===== src/rtl/guess_responder.sv =====
// Defending-side Battleship responder: scores one-hot guesses against latched ships.
// Optional GUESS_ONEHOT_CHECK_EN flags zero or multi-bit guesses as malformed.
module guess_responder #(
   parameter int CELLS = 28,
   parameter int CNT_W = 5
) (
   input  logic             clk,
   input  logic             rst,
   input  logic             load_ships,
   input  logic [CELLS-1:0] ship_map,
   input  logic             guess_valid,
   input  logic [CELLS-1:0] guess,
   output logic             guess_ready,
   output logic             result_valid,
   output logic             result_hit,
   output logic             result_repeat,
   output logic             result_err,
   output logic [CELLS-1:0] hit_map,
   output logic [CELLS-1:0] miss_map,
   output logic [CNT_W-1:0] hit_count,
   output logic             game_over
);

   typedef enum logic [2:0] {
      S_SETUP,
      S_READY,
      S_EVAL,
      S_RESP,
      S_OVER
   } state_t;

   state_t           state_q;
   logic [CELLS-1:0] ships_q;
   logic [CNT_W-1:0] ship_cnt_q;
   logic [CELLS-1:0] guess_q;
   logic [CELLS-1:0] hit_map_q;
   logic [CELLS-1:0] miss_map_q;
   logic [CNT_W-1:0] hit_cnt_q;
   logic             ready_q;
   logic             valid_q;
   logic             hit_q;
   logic             rep_q;
   logic             over_q;

   logic [CELLS-1:0] g_hit;
   logic [CELLS-1:0] g_miss;
   logic [CELLS-1:0] known;
   logic             is_rep;
   logic             bad_guess;

   function automatic logic [CNT_W-1:0] popcnt(input logic [CELLS-1:0] v);
      logic [CNT_W-1:0] s;
      s = '0;
      for (int i = 0; i < CELLS; i++) begin
         s = s + CNT_W'(v[i]);
      end
      return s;
   endfunction

   assign g_hit  = guess_q & ships_q;
   assign g_miss = guess_q & ~ships_q;
   assign known  = hit_map_q | miss_map_q;
   assign is_rep = |(guess_q & known);

`ifdef GUESS_ONEHOT_CHECK_EN
   logic err_q;

   // Zero, or two or more bits set (clearing the lowest set bit leaves something).
   assign bad_guess  = (guess_q == '0) ||
                       ((guess_q & (guess_q - CELLS'(1))) != '0);
   assign result_err = err_q;
`else
   assign bad_guess  = 1'b0;
   assign result_err = 1'b0;
`endif

   always_ff @(posedge clk or posedge rst) begin
      if (rst) begin
         state_q    <= S_SETUP;
         ships_q    <= '0;
         ship_cnt_q <= '0;
         guess_q    <= '0;
         hit_map_q  <= '0;
         miss_map_q <= '0;
         hit_cnt_q  <= '0;
         ready_q    <= 1'b0;
         valid_q    <= 1'b0;
         hit_q      <= 1'b0;
         rep_q      <= 1'b0;
         over_q     <= 1'b0;
`ifdef GUESS_ONEHOT_CHECK_EN
         err_q      <= 1'b0;
`endif
      end else begin
         unique case (state_q)
            S_SETUP: begin
               if (load_ships && (ship_map != '0)) begin
                  ships_q    <= ship_map;
                  ship_cnt_q <= popcnt(ship_map);
                  ready_q    <= 1'b1;
                  state_q    <= S_READY;
               end
            end
            S_READY: begin
               if (guess_valid) begin
                  guess_q <= guess;
                  ready_q <= 1'b0;
                  state_q <= S_EVAL;
               end
            end
            S_EVAL: begin
               valid_q <= 1'b1;
               state_q <= S_RESP;
`ifdef GUESS_ONEHOT_CHECK_EN
               err_q   <= bad_guess;
`endif
               if (bad_guess) begin
                  hit_q <= 1'b0;
                  rep_q <= 1'b0;
               end else if (is_rep) begin
                  hit_q <= 1'b0;
                  rep_q <= 1'b1;
               end else begin
                  hit_map_q  <= hit_map_q | g_hit;
                  miss_map_q <= miss_map_q | g_miss;
                  hit_cnt_q  <= hit_cnt_q + popcnt(g_hit);
                  hit_q      <= |g_hit;
                  rep_q      <= 1'b0;
               end
            end
            S_RESP: begin
               valid_q <= 1'b0;
               if (hit_cnt_q == ship_cnt_q) begin
                  over_q  <= 1'b1;
                  state_q <= S_OVER;
               end else begin
                  ready_q <= 1'b1;
                  state_q <= S_READY;
               end
            end
            S_OVER: begin
               state_q <= S_OVER;
            end
            default: begin
               state_q <= S_SETUP;
            end
         endcase
      end
   end

   assign guess_ready   = ready_q;
   assign result_valid  = valid_q;
   assign result_hit    = hit_q;
   assign result_repeat = rep_q;
   assign hit_map       = hit_map_q;
   assign miss_map      = miss_map_q;
   assign hit_count     = hit_cnt_q;
   assign game_over     = over_q;

endmodule


===== config.mk =====
export PLATFORM = sky130hd
export DESIGN_NAME = guess_responder
export DESIGN_NICKNAME = d
export VERILOG_FILES = /design/src/rtl/guess_responder.sv
export SDC_FILE = /design/constraint.sdc
export NUM_CORES = 1
export LEC_CHECK = 0
export ABC_AREA = 1
export CORE_UTILIZATION = 58
export DETAILED_ROUTE_END_ITERATION = 10
export PLACE_DENSITY = 0.89
export REMOVE_ABC_BUFFERS = 1
export SYNTH_ARGS = -nofsm -noshare
export SYNTH_HDL_FRONTEND = slang
export SYNTH_SLANG_ARGS = --single-unit

===== constraint.sdc =====
create_clock -name clk -period 13.4 [get_ports clk]
set_input_delay 2.68 -clock clk [delete_from_list [all_inputs] [get_ports clk]]
set_output_delay 2.68 -clock clk [all_outputs]
set_load 0.05 [all_outputs]

==> impl_metrics.ini, run 1 <==
[status]
status = completed

[global_routing]
grt_use_total_pct = 31.7
antenna_found_initial = 0
grt_max_degree = 76
grt_pass1_wl_um = 30400
grt_pass1_vias = 6050
grt-ovfl-total = 0

[cells_and_area]
final_nets = 957
drive_gt1_share_pct = 14.2
stdcell_area_mm2 = 0.00912
synthToLayoutAreaGrowth_pct = 25.3
nFillCells = 830
utilization_pct = 75.3
n_antenna_cell = 0
final_common_cell = nand2_1
mostFrequentLayoutCells = nand2_1 (138), dfrtp_1 (130), inv_1 (128), clkdlybuf4s50_1 (125), o21ai_0 (49)

[cts]
post-cts-setup-buffers = 0
clock_sinks = 130
cts_resized = 0
cts_root_buffer = clkbuf_16
clk_path_buf_depth = 2
cts_buffers = 17
ctsHtreeMaxLevel = 4
hold_buffers = 0
clk_pin_slew_ps = 60
tritoncts = done
clock_latency_ps = 420

[timing]
min_period_over_period_pct = 54.3
holdWs_ps = 462
fin_worst_skew_ps = 7.69
fmaxAchievable_mhz = 137
max_slew_margin_pct = 19.6
maxSlewViolCount = 0
tightest_slew_ps = 1210
setup_viol = 0
hold_viol_final = 0
fin_tns_setup_ps = 0
fin_crit_ps = 7270
rsz0062_at_grt = false

[setup_path]
cpPeakStageDelay_ps = 570
setup.worst_path.start_class = input port
crit_fanout = 3
cp.required_ps = 13690
critPathMostFrequentCell = fa_1
worstPathCellList = clkdlybuf4s50_1 -> fa_1 -> fa_1 -> inv_1 -> fa_1 -> inv_1 -> fa_1 -> inv_1 -> fa_1 -> fa_1 -> inv_1 -> ha_1 -> inv_1 -> fa_1 -> o21ai_0 -> xnor2_1 -> o21ai_0
critPathKind = input port to flip-flop
worstSetupEndpointType = flip-flop
cp_slowest_cell = clkdlybuf4s50_1
arrival_ps = 7570
crit_buf_inv = 6
cp_top_family = adder cells

[synthesis]
syn_avg_cell_area_um2 = 10.3
yosysSeqAreaShare_pct = 44.7
yosys.area.top_type = dfrtp_1
yosysTopAreaCellShare_pct = 44.7
ys_ff_latch = 130
synth.distinct_cells = 35
netlist_instances = 705
synth_warnings = 0
netlist_area_mm2 = 0.00728
synthTopCellsByArea = dfrtp_1 (45%), fa_1 (12%), nand2_1 (7.1%)

[die]
dieArea_mm2 = 0.0130
design.core.area_mm2 = 0.0121
initial_core_util_pct = 60.1
die_y_um = 114
io_pins = 127
rows = 40
die_x_um = 114

[route]
dr.pass1.iters = 5
vias_per_cell = 5.50
routed_wl_um = 18700
drtAntennaViolNets = 0
wire_per_inst_um = 18.5
route.vias.total = 5560
drt_iter0_markers = 439
drc_errors = 0

[min_path]
hold_class = flip-flop to flip-flop

[placed_design]
port_buffers = 125
dpl.hpwl_um = 13700
dpl_cell_area_mm2 = 0.00865
place_congestion = 0.894

[job]
max_cap_viol_count = 0
-- registers in the layout, indices dropped and copies added (netlist names) --
signal         count
miss_map          28
hit_count          5
game_over          1
ships_q           28
result_valid       1
guess_ready        1
hit_map           28
ship_cnt_q         5
result_hit         1
state_q            3
result_repeat      1
guess_q           28
-- cells in the mapped netlist (all sizes together) --
cell type  number
o21ai          59
or2             2
o21bai         48
o22ai           1
xor2            5
o21a           11
nand3          10
buf            10
a21oi           7
xnor2           5
clkbuf          5
fa             42
nor2           29
nand2         141
o211ai          1
conb            1
a22oi           3
nor3            5
mux2           28
and3            1
nand4          12
dfrtp         130
ha             19
inv           130
-- layer usage --
metal,global-route usage (%),part of all wire [%],wire [um],up-vias
met5,0,0,0,-
met4,13.8,3.0,563,0
met3,9.88,8.2,1540,53
met2,53.5,50,9300,270
met1,37.6,39,7320,2762
li1,-,-,-,2475
-- cell type report --
class | count | area (um^2) | area share [%]
clock buffer | 24 | 462 | 5.06
clock inverter | 2 | 10.0 | 0.110
inverter | 130 | 490 | 5.38
multi-input combinational | 430 | 3430 | 37.6
sequential | 130 | 3250 | 35.7
tap | 168 | 210 | 2.30
timing repair buffer | 127 | 1270 | 13.9
-- metrics by stage --
step | instances | setup slack (ps)
after floorplan | 690 | 6550
after global placement | 985 | 5940
after detailed placement | 985 | 5750
after CTS | 1011 | 6210
after global routing | 1011 | 5980
final | 1011 | 6130
-- cell families (layout without fill, tap and decap cells) --
group,Yosys count,count (layout),share of synthesized area (%)
AND/OR/NAND/NOR,200,200,11.5
other,1,1,0.0515
AO/OA/AOI/OAI,130,130,15.2
buffers and inverters,145,283,8.20
flip-flops,130,130,44.7
XOR/XNOR,10,10,1.20
multiplexers,28,28,4.33
adder cells (fa/ha/maj),61,61,14.8
-- worst paths after layout --
path                       depth (start not counted)               startpoint                         to  slack (ps)
setup / recovery                                  17             ship_map[17]  ship_cnt_q[4]$_DFFE_PP0P_        6130
hold / removal                                     1    game_over$_DFFE_PP0P_      game_over$_DFFE_PP0P_         460
setup reg to reg                                  25  guess_q[26]$_DFFE_PP0P_   hit_count[4]$_DFFE_PP0P_        7830
hold reg to reg                                    1    game_over$_DFFE_PP0P_      game_over$_DFFE_PP0P_         460
max in group asynchronous                          3                      rst     guess_q[1]$_DFFE_PP0P_        9250
min in group asynchronous                          2                      rst    guess_q[26]$_DFFE_PP0P_        2730
-- worst reg2reg max path, delay by kind of cell (launching register included) --
family | cells | cell delay, ps
buf+inv | 9 | 550
simple gates | 7 | 640
fa+ha+maj | 8 | 3810
flops | 1 | 410
compound gates | 1 | 60
Power of run 1 is not shown: default switching activity piles up to over one toggle a cycle in this logic, so the estimate is an artifact.
==> inputs of run 2 (changes only) <==
CORE_UTILIZATION = 54   (was 58)
PLACE_DENSITY = 0.83   (was 0.89)
clock period = 7.45 ns   (was 13.4 ns; I/O delays follow)
==> impl_metrics.ini, run 2 (same netlist as run 1, synthesis figures left out) <==
[die]
io_pins = 127
design.core.area_mm2 = 0.0132
die_x_um = 118
die_y_um = 118
rows = 42
dieArea_mm2 = 0.0139
initial_core_util_pct = 55.2

[cts]
hold_buffers = 0
clock_sinks = 130
post-cts-setup-buffers = 0
tritoncts = done
clock_latency_ps = 420
clk_path_buf_depth = 2
ctsHtreeMaxLevel = 4
cts_root_buffer = clkbuf_16
clk_pin_slew_ps = 60
cts_buffers = 17
cts_resized = 0

[timing]
holdWs_ps = 474
min_period_over_period_pct = 79.9
maxSlewViolCount = 0
tightest_slew_ps = 897
setup_viol = 0
fmaxAchievable_mhz = 168
hold_viol_final = 0
max_slew_margin_pct = 40.0
rsz0062_at_grt = false
fin_tns_setup_ps = 0
fin_crit_ps = 5960
fin_worst_skew_ps = 7.18

[cells_and_area]
utilization_pct = 70.5
final_common_cell = nand2_1
drive_gt1_share_pct = 15.2
synthToLayoutAreaGrowth_pct = 27.8
mostFrequentLayoutCells = nand2_1 (138), dfrtp_1 (130), inv_1 (128), clkdlybuf4s50_1 (125), o21ai_0 (49)
final_nets = 958
n_antenna_cell = 0

[min_path]
hold_class = flip-flop to flip-flop
min_path_cells = 2
hp-start = hit_map[15]$_DFFE_PP0P_
whs_endpoint = hit_map[15]$_DFFE_PP0P_

[global_routing]
grt_use_total_pct = 28.5
grt-ovfl-total = 0
antenna_found_initial = 0
grt_pass1_vias = 5808
grt_pass1_wl_um = 30000
grt_max_degree = 68

[setup_path]
cpPeakStageDelay_ps = 560
r2r_setup_slack_ps = 2040
cp_top_family = adder cells
arrival_ps = 6250
cp.required_ps = 7740
r2r_cells = 25
critPathKind = input port to flip-flop
r2r_start = guess_q[26]$_DFFE_PP0P_
setup.worst_path.start_class = input port
crit_cells = 17
crit_fanout = 3
reg2reg_to = hit_count[4]$_DFFE_PP0P_
critPathMostFrequentCell = fa_1
crit_buf_inv = 6
worstSetupEndpointType = flip-flop
cp_slowest_cell = fa_1
worstPathCellList = clkdlybuf4s50_1 -> fa_1 -> fa_1 -> inv_1 -> fa_1 -> inv_1 -> fa_1 -> inv_1 -> fa_1 -> fa_1 -> inv_1 -> ha_1 -> inv_1 -> fa_1 -> o21ai_0 -> xnor2_1 -> o21ai_0

[route]
route.vias.total = 5490
wire_per_inst_um = 17.6
drc_errors = 0
routed_wl_um = 18100
vias_per_cell = 5.36
drt_iter0_markers = 411
dr.pass1.iters = 5
drtAntennaViolNets = 0

[placed_design]
dpl.hpwl_um = 13200
port_buffers = 125
place_congestion = 0.867

[status]
status = completed

[job]
max_cap_viol_count = 0
-- run 2: how the worst max path moves through the flow --
| stage | startpoint | end |
|---|---|---|
| floorplan | ship_map[23] | ship_cnt_q[4]$_DFFE_PP0P_ |
| global placement | ship_map[25] | ship_cnt_q[4]$_DFFE_PP0P_ |
| detailed placement | ship_map[25] | ship_cnt_q[4]$_DFFE_PP0P_ |
| CTS | ship_map[25] | ship_cnt_q[4]$_DFFE_PP0P_ |
| global route | ship_map[13] | ship_cnt_q[4]$_DFFE_PP0P_ |
| finish | ship_map[23] | ship_cnt_q[4]$_DFFE_PP0P_ |
-- run 2: worst reg2reg max path: cells and delay by family, from the launching register on --
family,cells,cell delay (ps)
adders and majority gates,8,3740
and+or+nand+nor,7,580
buffers and inverters,9,520
DFF,1,410
AOI/OAI and AO/OA,1,50
-- run 2: cell type report --
cell class                 instances  area (um^2)
tap                              176          220
fill                             919         3890
multi-input combinational        430         3430
sequential                       130         3250
clock inverter                    10          183
clock buffer                      21          450
timing repair buffer             128         1270
inverter                         130          490
-- run 2: per-layer routing --
layer / global-route usage (%) / routed length, um / up-vias
met2: 46.7 / 8860 / 217
met4: 12.9 / 652 / 0
met5: 0 / 0 / -
met1: 35.9 / 7420 / 2732
met3: 6.93 / 1160 / 49
li1: - / - / 2492
-- run 2: stage by stage --
| step | area (um^2) | setup slack [ps] | std cells |
|---|---|---|---|
| after floorplan | 7170 | 1790 | 690 |
| after global placement | 8670 | 1160 | 994 |
| after detailed placement | 8670 | 1080 | 994 |
| after CTS | 9300 | 1520 | 1025 |
| after global routing | 9300 | 1360 | 1025 |
| final | 9300 | 1490 | 1025 |
Power of run 2 is left out for the same reason.
==> inputs of run 3 (changes only) <==
clock period = 5.8 ns   (was 7.45 ns; I/O delays follow)
==> impl_metrics.ini, run 3 (same netlist as run 1, synthesis figures left out) <==
[global_routing]
grt_max_degree = 51
grt_pass1_vias = 5849
grt_pass1_wl_um = 30200
antenna_found_initial = 1
grt-ovfl-total = 0
grt_use_total_pct = 29.0

[cts]
clk_pin_slew_ps = 60
ctsHtreeMaxLevel = 4
cts_buffers = 17
tritoncts = done
cts_resized = 0
cts_root_buffer = clkbuf_16
hold_buffers = 0
clock_latency_ps = 430
clock_sinks = 130
clk_path_buf_depth = 2
post-cts-setup-buffers = 0

[timing]
fin_crit_ps = 5670
max_slew_margin_pct = 45.8
maxSlewViolCount = 0
hold_viol_final = 0
fin_worst_skew_ps = 8.48
fmaxAchievable_mhz = 176
min_period_over_period_pct = 97.8
tightest_slew_ps = 810
fin_tns_setup_ps = 0
setup_viol = 0
fin_ws_ps = 129

[setup_path]
worstPathCellList = clkdlybuf4s50_1 -> inv_1 -> fa_1 -> inv_1 -> fa_1 -> fa_1 -> fa_1 -> inv_1 -> fa_1 -> fa_1 -> inv_1 -> ha_1 -> inv_1 -> fa_1 -> o21ai_1 -> xnor2_1 -> o21ai_1
cp_slowest_cell = fa_1
r2r_cells = 25
r2r_setup_slack_ps = 400
crit_fanout = 2
arrival_ps = 5970
critPathKind = input port to flip-flop
cpPeakStageDelay_ps = 560
worstSetupEndpointType = flip-flop
setup.worst_path.start_class = input port
critPathMostFrequentCell = fa_1
cp.required_ps = 6100

[route]
vias_per_cell = 5.32
drt_iter0_markers = 432
wire_per_inst_um = 17.7
dr.pass1.iters = 5
routed_wl_um = 18400
drtAntennaViolNets = 0
route.vias.total = 5539
drc_errors = 0

[placed_design]
pre_cts_ws_ps = -257
place_congestion = 0.901
dpl.hpwl_um = 13300
placed_cells = 1009
dpl_cell_area_mm2 = 0.00878
port_buffers = 125

[cells_and_area]
final_nets = 973
synthToLayoutAreaGrowth_pct = 29.2
mostFrequentLayoutCells = nand2_1 (138), dfrtp_1 (130), inv_1 (128), clkdlybuf4s50_1 (125), o21ai_0 (47)
layout.cells.non_filler = 1042
stdcell_area_mm2 = 0.00941
drive_gt1_share_pct = 17.0
final_common_cell = nand2_1

[job]
max_cap_viol_count = 0

[die]
initial_core_util_pct = 55.2
die_x_um = 118
design.core.area_mm2 = 0.0132
die_y_um = 118
io_pins = 127
dieArea_mm2 = 0.0139
rows = 42

[min_path]
min_path_cells = 2
hold_class = flip-flop to flip-flop

[status]
status = completed
==> run 3: final timing paths <==
kind                                         start                         to
setup / recovery                       ship_map[5]  ship_cnt_q[4]$_DFFE_PP0P_
hold / removal             guess_ready$_DFFE_PP0P_    guess_ready$_DFFE_PP0P_
setup reg to reg           guess_q[26]$_DFFE_PP0P_   hit_count[4]$_DFFE_PP0P_
hold reg to reg            guess_ready$_DFFE_PP0P_    guess_ready$_DFFE_PP0P_
max in group asynchronous                      rst     ships_q[8]$_DFFE_PP0P_
min in group asynchronous                      rst   miss_map[15]$_DFFE_PP0P_
==> run 3: stage by stage <==
stage	utilization (%)	hold WS [ps]
global route	71.3	500
finish	71.3	472
CTS	71.3	475
detailed placement	66.6	463
floorplan	-	473
global placement	66.6	455
==> run 3: routing by layer <==
metal | up-vias | wire (um) | track usage [%]
li1 | 2518 | - | -
met1 | 2727 | 7460 | 36.3
met2 | 226 | 8850 | 45.9
met3 | 68 | 1230 | 6.98
met4 | 0 | 900 | 17.2
met5 | - | 0 | 0
==> run 3: worst max-delay path: cells and delay by family <==
kind            cells  cell delay, ps
compound gates      2             280
xor+xnor            1             160
fa+ha+maj           8            3560
buf+inv             6             790
==> run 3: layout make-up <==
class / count / area, um^2
diodes: 1 / 2.50
well taps: 176 / 220
fillers: 945 / 3780
repair buffers: 143 / 1390
inverters: 130 / 490
clock buffers: 23 / 498
multi-input cells: 430 / 3430
clock inverters: 9 / 126
flip-flops and latches: 130 / 3250
Power of run 3 is left out for the same reason.
